$ cat src/rtl/sub_fp_seq_pkg.sv
// Shared definitions for the sequential floating-point subtractor:
// FSM state encodings and NZCV flag bit positions.
package sub_fp_seq_pkg;

   typedef enum logic [2:0] {
      IDLE  = 3'd0,
      ALIGN = 3'd1,
      OP    = 3'd2,
      NORM  = 3'd3,
      DONE  = 3'd4
   } state_t;

   localparam int FLAG_N = 3;
   localparam int FLAG_Z = 2;
   localparam int FLAG_C = 1;
   localparam int FLAG_V = 0;

endpackage

$ cat src/rtl/sub_fp_seq_unpack.sv
// Splits a packed float into sign, biased exponent and {carry, hidden 1, fraction}.
// The neg input flips the sign so the subtrahend can be fed in already negated.
module fp_unpack #(
   parameter int MANTISA_WIDTH  = 23,
   parameter int EXPONENT_WIDTH = 8
) (
   input  logic [MANTISA_WIDTH+EXPONENT_WIDTH:0] word,
   input  logic                                  neg,
   output logic                                  sign,
   output logic [EXPONENT_WIDTH-1:0]             exp,
   output logic [MANTISA_WIDTH+1:0]              mant
);

   assign sign = word[MANTISA_WIDTH+EXPONENT_WIDTH] ^ neg;
   assign exp  = word[MANTISA_WIDTH+EXPONENT_WIDTH-1:MANTISA_WIDTH];
   assign mant = {2'b01, word[MANTISA_WIDTH-1:0]};

endmodule

$ cat src/rtl/sub_fp_seq.sv
// Multi-cycle floating-point subtractor a - b with NZCV flags; alignment and
// renormalisation advance one bit per clock under a start/done handshake.
module sub_fp_seq
   import sub_fp_seq_pkg::*;
#(
   parameter int MANTISA_WIDTH  = 23,
   parameter int EXPONENT_WIDTH = 8
) (
   input  logic                                  clk,
   input  logic                                  reset_n,
   input  logic                                  start,
   input  logic [MANTISA_WIDTH+EXPONENT_WIDTH:0] a,
   input  logic [MANTISA_WIDTH+EXPONENT_WIDTH:0] b,
   output logic                                  busy,
   output logic                                  done,
   output logic [MANTISA_WIDTH+EXPONENT_WIDTH:0] res_sub,
   output logic [3:0]                            flags_sub
);

   localparam int M  = MANTISA_WIDTH;
   localparam int E  = EXPONENT_WIDTH;
   localparam int W  = M + E + 1;
   localparam int CW = $clog2(M + 3);

   state_t          state, state_nx;
   logic            sa, sb, sgn, cy, shift_a;
   logic [M+1:0]    ma, mb, sum, op_sum;
   logic [E:0]      ex;
   logic [CW-1:0]   cnt, kval;
   logic            op_sign, norm_exit;
   logic            ua_s, ub_s;
   logic [E-1:0]    ua_e, ub_e, diff;
   logic [M+1:0]    ua_m, ub_m;

   fp_unpack #(.MANTISA_WIDTH(M), .EXPONENT_WIDTH(E)) u_unpack_a (
      .word(a), .neg(1'b0), .sign(ua_s), .exp(ua_e), .mant(ua_m));

   fp_unpack #(.MANTISA_WIDTH(M), .EXPONENT_WIDTH(E)) u_unpack_b (
      .word(b), .neg(1'b1), .sign(ub_s), .exp(ub_e), .mant(ub_m));

   // Overflow saturates to Inf; cancellation or exponent underflow flushes to +0.
   function automatic logic [W+3:0] pack_result(input logic s, input logic [E:0] e,
                                                input logic [M:0] m, input logic c);
      logic [W-1:0] r;
      logic [3:0]   f;
      logic         v;
      v = 1'b0;
      if (e[E] || (&e[E-1:0])) begin
         v = 1'b1;
         r = {s, {E{1'b1}}, {M{1'b0}}};
      end else if (m == '0 || (e[E-1:0] == '0 && !m[M])) begin
         r = '0;
      end else begin
         r = {s, e[E-1:0], m[M-1:0]};
      end
      f         = '0;
      f[FLAG_N] = r[W-1];
      f[FLAG_Z] = (r[W-2:0] == '0);
      f[FLAG_C] = c;
      f[FLAG_V] = v;
      return {r, f};
   endfunction

   always_comb begin
      diff = (ua_e > ub_e) ? (ua_e - ub_e) : (ub_e - ua_e);
      kval = (int'(diff) > M + 2) ? CW'(M + 2) : CW'(diff);
   end

   always_comb begin
      op_sum  = '0;
      op_sign = sa;
      if (sa == sb) begin
         op_sum = ma + mb;
      end else if (ma >= mb) begin
         op_sum = ma - mb;
      end else begin
         op_sum  = mb - ma;
         op_sign = sb;
      end
   end

   assign norm_exit = sum[M] || (sum == '0) || (ex == '0);

   always_ff @(posedge clk) begin
      if (!reset_n) state <= IDLE;
      else          state <= state_nx;
   end

   always_comb begin
      state_nx = state;
      busy     = (state != IDLE);
      done     = 1'b0;
      case (state)
         IDLE:    if (start) state_nx = ALIGN;
         ALIGN:   if (cnt == '0) state_nx = OP;
         OP:      state_nx = NORM;
         NORM:    if (norm_exit) state_nx = DONE;
         DONE: begin
            done     = 1'b1;
            state_nx = IDLE;
         end
         default: state_nx = IDLE;
      endcase
   end

   always_ff @(posedge clk) begin
      case (state)
         IDLE: if (start) begin
            sa      <= ua_s;
            sb      <= ub_s;
            ma      <= ua_m;
            mb      <= ub_m;
            shift_a <= (ua_e < ub_e);
            ex      <= {1'b0, (ua_e > ub_e) ? ua_e : ub_e};
            cnt     <= kval;
         end
         ALIGN: if (cnt != '0) begin
            if (shift_a) ma <= ma >> 1;
            else         mb <= mb >> 1;
            cnt <= cnt - 1'b1;
         end
         OP: begin
            sgn <= op_sign;
            if (op_sum[M+1]) begin
               cy  <= 1'b1;
               sum <= op_sum >> 1;
               ex  <= ex + 1'b1;
            end else begin
               cy  <= 1'b0;
               sum <= op_sum;
            end
         end
         NORM: if (!norm_exit) begin
            sum <= sum << 1;
            ex  <= ex - 1'b1;
         end
         default: ;
      endcase
   end

   // Result is captured on the edge that enters DONE so it is valid alongside the pulse.
   always_ff @(posedge clk) begin
      if (!reset_n) begin
         res_sub   <= '0;
         flags_sub <= '0;
      end else if (state == NORM && norm_exit) begin
         {res_sub, flags_sub} <= pack_result(sgn, ex, sum[M:0], cy);
      end
   end

endmodule
$ cat config.mk
export PLATFORM = sky130hd
export DESIGN_NAME = sub_fp_seq
export DESIGN_NICKNAME = d
export VERILOG_FILES = /design/src/rtl/sub_fp_seq_pkg.sv /design/src/rtl/sub_fp_seq_unpack.sv /design/src/rtl/sub_fp_seq.sv
export SDC_FILE = /design/constraint.sdc
export NUM_CORES = 1
export LEC_CHECK = 0
export ABC_CLOCK_PERIOD_IN_PS = 6700
export BUFFER_PORTS_ARGS = -buffer_cell sky130_fd_sc_hd__buf_2
export CORE_MARGIN = 4
export CORE_UTILIZATION = 65
export DETAILED_ROUTE_END_ITERATION = 8
export PLACE_DENSITY = 0.87
export SYNTH_ARGS = -nofsm -noshare
export SYNTH_HDL_FRONTEND = slang
export SYNTH_SLANG_ARGS = --single-unit
export TNS_END_PERCENT = 10
$ cat constraint.sdc
create_clock -name clk -period 6.7 [get_ports clk]
set_clock_uncertainty 0.05 [all_clocks]
set_input_delay 0 -clock clk [delete_from_list [all_inputs] [get_ports clk]]
set_output_delay 0 -clock clk [all_outputs]
set_load 0.01 [all_outputs]
==> results.tsv, run 1 <==
metric	value	unit
status	finished, final reports clean	
rsz0062_at_grt	no	
synth_area_leaders	edfxtp_1, ha_1, dfxtp_1	
grt_usage	33.9	%
cts_made_buffers	17	
die_area	0.0184	mm^2
hp-class	in2reg	
htree_levels	4	
p_leak	5.28	nW
antenna_found_initial	0	
hpwl	21600	um
period_needed	5.05	ns
synth_top_cells_by_count	nand2_1, o21ai_0, inv_1, ha_1, edfxtp_1	
grt_pass1_wl	50100	um
cp_max_fo	20	
cts_tree	done	
path_delay_family	compound AO/OA/AOI/OAI gates	
whs	0.0225	ns
cap_violations	0	
start_util	66.5	%
netlist_area	0.0106	mm^2
worstSetupStartpoint	ma[20]	
portBuffers	104	
period_share	75.4	%
core_area	0.0159	mm^2
maxSlewViolCount	0	
slowest_stage	a21oi_1	
clk_latency	0.43	ns
finalWorstSetupSlack	1.65	ns
grt_max_degree	101	
ioPinCount	105	
gp_congestion	1.08	
seq_area_frac_synth	33.2	%
synth.avg_cell_area	8.50	um^2
post-place-ws	1.82	ns
ys_types	89	
worst-path-buf-inv	3	
grt_pass1_vias	9803	
synth_top_area_share	26.0	%
drcViolationCount	0	
cp.required	6.70	ns
yosys_register_bits	130	
relSlewSlack	41.6	%
clock_tree.root_cell	clkbuf_16	
power_density	402	mW/mm^2
ir_drop	0.000270	V
post_drt_wl_per_cell	19.5	um
timing.rr.start	ma[20]	
wl	31200	um
drtIter0Drc	1260	
insertedDiodeCount	0	
die_y	136	um
dr.pass1.iters	6	
crit_type	reg2reg	
overflow	0	
critPathMaxStageDelay	0.70	ns
final_nets	1542	
nFillCells	1089	
tns	0	ns
synth_edf_count	92	
clk_path_buf_depth	2	
syn-instance-count	1248	
synth_most_common_cell	nand2_1	
yosys.area.top_type	edfxtp_1	
synthFlopType	edfxtp_1	
viasPerCell	6.46	
drt.antenna.violating_nets	0	
hold_viol	0	
clock-sinks	130	
drive_above_1_share	13.9	%
clkTransAtPathRegs	0.06	ns
worst_ep_arrival_time	5.05	ns
vias	10300	
crit_chain	inv_1 -> ha_1 -> nand2_1 -> or3_1 -> o22ai_2 -> nand2b_2 -> o21a_1 -> mux2i_1 -> a21oi_1 -> nor2_1 -> buf_4 -> inv_1 -> o211ai_1 -> a21oi_1	
area_growth	17.0	%
ys_async_sr_fraction	0	%
rows	46	
hp-start	reset_n	
setup.worst_path.start_class	register	
setup_viol	0	
tightest_slew	0.877	ns
yosysWarnings	0	
die_w	136	um
fmax	198	MHz
syn_nets	1417	
crit_path_end_kind	register	
[cell type report]
type / count / area, um^2 / share of cell area, %
multi-input cells: 946 / 6420 / 51.7
well taps: 216 / 270 / 2.18
clock inverters: 7 / 52.6 / 0.423
flip-flops and latches: 130 / 3520 / 28.4
clock buffers: 25 / 571 / 4.60
inverters: 104 / 390 / 3.14
repair buffers: 174 / 1190 / 9.58
[where the power goes]
| part | internal [mW] | leakage [nW] | total, mW | switching (mW) |
|---|---|---|---|---|
| Combinational | 1.02 | 3.79 | 2.75 | 1.73 |
| Sequential | 1.13 | 1.18 | 1.26 | 0.137 |
| Clock | 0.596 | 0.312 | 0.975 | 0.379 |
[cell usage in the layout (no fill, tap or decap), types with 16 or more instances in the layout]
| cell type | count |
|---|---|
| mux2i_1 | 16 |
| clkbuf_16 | 21 |
| nor3_1 | 31 |
| a211oi_1 | 20 |
| nor2_1 | 84 |
| inv_1 | 102 |
| edfxtp_1 | 92 |
| o21ai_0 | 106 |
| nor2b_1 | 35 |
| buf_2 | 104 |
| a21oi_1 | 89 |
| xnor2_1 | 29 |
| ha_1 | 96 |
| a22oi_1 | 23 |
| dlygate4sd3_1 | 57 |
| dfxtp_1 | 38 |
| nand2_1 | 134 |
| nand3_1 | 18 |
[routing by layer]
| layer | vias up | global-route usage [%] | routed length, um |
|---|---|---|---|
| met3 | 127 | 6.13 | 2980 |
| met5 | - | 0 | 0 |
| met4 | 0 | 13.2 | 1110 |
| li1 | 4746 | - | - |
| met2 | 653 | 54.8 | 14400 |
| met1 | 4819 | 45.5 | 12700 |
[worst register-to-register path, cell delays in order, from the launching register on]
cell,delay [ns]
edfxtp_1,0.40
inv_1,0.08
ha_1,0.50
nand2_1,0.28
or3_1,0.39
o22ai_2,0.21
nand2b_2,0.24
o21a_1,0.44
mux2i_1,0.18
a21oi_1,0.33
nor2_1,0.09
buf_4,0.21
inv_1,0.44
o211ai_1,0.15
a21oi_1,0.70
[stage by stage]
stage	cell area [um^2]	total power [mW]	util, %	std cells
floorplan	10600	3.20	-	1248
global placement	11200	3.81	70.4	1513
detailed placement	11200	3.85	70.4	1513
CTS	12400	4.88	77.9	1602
global route	12400	5.26	77.9	1602
finish	12400	4.99	77.9	1602
[registers in the layout (all words and copies together), names as in the netlist]
name	count
flags_sub	3
mb	24
shift_a	1
ex	9
sb	1
res_sub	32
sa	1
cy	1
state	3
ma	24
sgn	1
cnt	5
sum	25
[logic make-up (layout without fill, tap and decap cells)]
group                    count (synthesis)  after routing  share of synthesized area [%]
multiplexers                            24             24                           2.43
buffers and inverters                  172            310                           6.48
adder cells (fa/ha/maj)                102            102                           12.5
AO/OA/AOI/OAI                          380            380                           23.5
flip-flops                             130            130                           33.2
AND/OR/NAND/NOR                        401            401                           18.7
XOR/XNOR                                39             39                           3.22
[what timing repair did]
item                                    in CTS  in global routing
hold buffers                                57                  0
gates resized for setup                      0                  0
hold endpoints to repair                    57                  0
setup buffers                                0                  0
endpoints found under the setup margin       0                  0
[worst paths after layout]
| kind | endpoint | slack [ns] | cells past startpoint |
|---|---|---|---|
| max | ex[1] | 1.65 | 14 |
| min | state[2] | 0.02 | 3 |
| max reg2reg | ex[1] | 1.65 | 14 |
| min reg2reg | res_sub[31] | 0.42 | 2 |
No activity file was read; power rests on OpenSTA's default activity.
==> run 2, diff against run 1 <==
--- a/config.mk
+++ b/config.mk
@@ -5,12 +5,12 @@
 export SDC_FILE = /design/constraint.sdc
 export NUM_CORES = 1
 export LEC_CHECK = 0
-export ABC_CLOCK_PERIOD_IN_PS = 6700
+export ABC_CLOCK_PERIOD_IN_PS = 4250
 export BUFFER_PORTS_ARGS = -buffer_cell sky130_fd_sc_hd__buf_2
 export CORE_MARGIN = 4
-export CORE_UTILIZATION = 65
+export CORE_UTILIZATION = 55
 export DETAILED_ROUTE_END_ITERATION = 8
-export PLACE_DENSITY = 0.87
+export PLACE_DENSITY = 0.78
 export SYNTH_ARGS = -nofsm -noshare
 export SYNTH_HDL_FRONTEND = slang
 export SYNTH_SLANG_ARGS = --single-unit
==> constraint.sdc (replaced) <==
create_clock -name clk -period 4.25 [get_ports clk]
set_clock_uncertainty 0.05 [all_clocks]
set_input_delay 0 -clock clk [delete_from_list [all_inputs] [get_ports clk]]
set_output_delay 0 -clock clk [all_outputs]
set_load 0.01 [all_outputs]
==> run 2 against run 1 <==
Against the previous run:
- wire length decreased by 2.6%
- via count is 3.4% lower
- first-iteration DRC count fell by 15%
- register-to-register slack worse by 1.5 ns
- count of clock-buffer cells in the layout down 4
- largest power group unchanged
==> results.tsv, run 2 (synthesis gave the netlist of run 1 again) <==
metric	value	unit	change
antenna_found_initial	0		unchanged
drt.antenna.violating_nets	0		unchanged
fmax	243	MHz	+23%
cap_violations	0		unchanged
cts_made_buffers	17		unchanged
htree_levels	4		unchanged
hold_depth	2		-1
crit_chain	ha_1 -> fa_1 -> nor2b_1 -> o221ai_1 -> a211oi_1 -> a211oi_1 -> a21boi_1 -> a311oi_1 -> o22ai_1 -> nor2_1 -> buf_4 -> mux2_2 -> o21ai_0		
relSlewSlack	41.3	%	-0.24 points
area_growth	19.1	%	
cts_tree	done		
cp.required	4.46	ns	-2.24 ns
die_w	147	um	+8.2%
die_y	147	um	+8.2%
final_cell_area	0.0126	mm^2	+1.7%
clock-sinks	130		unchanged
final_common_cell	nand2_1		
rsz0062_at_grt	no		
die_area	0.0216	mm^2	+17%
post_cts_buffers	0		unchanged
final_nets	1565		+1.5%
status	finished, final reports clean		
wl	30400	um	-2.6%
rows	50		+8.7%
ioPinCount	105		unchanged
post_dp_cell_area	0.0114	mm^2	+1.9%
grt_pass1_wl	48800	um	-2.5%
setup.worst_path.start_class	register		
clock_tree.root_cell	clkbuf_16		
period_share	96.7	%	+21 points
largest_reg_flops	32		unchanged
r2r-end	sum[1]		
crit_type	reg2reg		
whs	0.0210	ns	-0.00157 ns
p_leak	5.38	nW	+1.8%
core_area	0.0188	mm^2	+18%
drcViolationCount	0		unchanged
overflow	0		unchanged
holdPathEnd	state[1]		
tightest_slew	0.880	ns	+0.00364 ns
crit_path_end_kind	register		
grt_pass1_vias	9557		-2.5%
drtIter0Drc	1070		-15%
hpwl	22600	um	+4.4%
portBuffers	104		unchanged
slowest_stage	edfxtp_1		
setup_viol	0		unchanged
cp_max_fo	19		-5.0%
reg.largest.list	res_sub (32), sum (25)		
tns	0	ns	unchanged
largest_register	res_sub		
worst_ep_arrival_time	4.32	ns	-0.73 ns
hp-start	reset_n		
period_needed	4.11	ns	-0.942 ns
start_util	56.3	%	-10 points
clkTransAtPathRegs	0.06	ns	about the same
post_drt_wl_per_cell	18.2	um	-6.5%
power_density	625	mW/mm^2	+55%
insertedDiodeCount	0		unchanged
clk_path_buf_depth	2		unchanged
hp-class	in2reg		
hold_viol	0		unchanged
timing.rr.start	ma[0]		
clk_latency	0.43	ns	about the same
vias	9994		-3.4%
crit_top_cell	a211oi_1		
dr.pass1.iters	5		-1
final_cell_mix	nand2_1, o21ai_0, buf_2		
critPathMaxStageDelay	0.42	ns	-0.28 ns
ir_drop	0.000430	V	+59%
rrSetupSlack	0.14	ns	-1.51 ns
maxSlewViolCount	0		unchanged
drive_above_1_share	15.3	%	+1.4 points
grt_usage	27.6	%	-6.3 points
worstRegToRegCells	13		-1
gp_congestion	1.01		-6.5%
viasPerCell	5.99		-7.3%
grt_max_degree	101		unchanged
-- run 2: area by class of cell --
type / instances / area [um^2]
multi-input combinational: 946 / 6420
fill: 1563 / 6200
sequential: 130 / 3520
timing repair buffer: 197 / 1370
clock buffer: 21 / 514
inverter: 104 / 390
tap: 260 / 325
clock inverter: 11 / 87.6
-- run 2: timing repair --
action,CTS,global route
hold endpoints to repair,55,0
gates resized for setup,0,2
setup endpoints to repair,0,16
hold buffers,59,0
-- run 2: through the flow --
stage | std cells | total power [mW] | worst slack (ns) | utilization (%)
floorplan | 1248 | 5.05 | 0.474 | -
global placement | 1578 | 6.20 | 0.275 | 60.7
detailed placement | 1578 | 6.24 | 0.252 | 60.7
CTS | 1669 | 7.80 | 0.213 | 67.0
global route | 1669 | 8.37 | 0.0144 | 67.1
finish | 1669 | 7.89 | 0.141 | 67.1
-- run 2: worst max-delay path by stage --
stage	from	end	depth (start not counted)
2_1_floorplan	ma[22]	ex[0]	16
3_3_place_gp	ma[16]	sum[9]	13
3_5_place_dp	ma[0]	sum[5]	14
4_1_cts	ma[0]	sum[1]	13
5_1_grt	ma[9]	sum[1]	13
6_report	ma[0]	sum[1]	13
-- run 2: per-layer routing --
layer | part of all wire [%] | wire [um] | GRT usage (%)
met5 | 0 | 0 | 0
met4 | 2.6 | 780 | 9.36
met3 | 6.6 | 2020 | 4.84
met2 | 46 | 14100 | 45.3
met1 | 44 | 13500 | 37.1
-- run 2: power breakdown --
group	internal [mW]	switching (mW)
logic	1.71	2.71
registers	1.77	0.212
clock network	0.877	0.605
total	4.36	3.53
-- run 2: worst max-delay path, delay by kind of cell (launching register included) --
kind,cells,cell delay [ns]
and+or+nand+nor,2,0.36
DFF,1,0.42
AOI/OAI and AO/OA,7,1.82
adders and majority gates,2,0.64
muxes,1,0.37
buffers and inverters,1,0.26
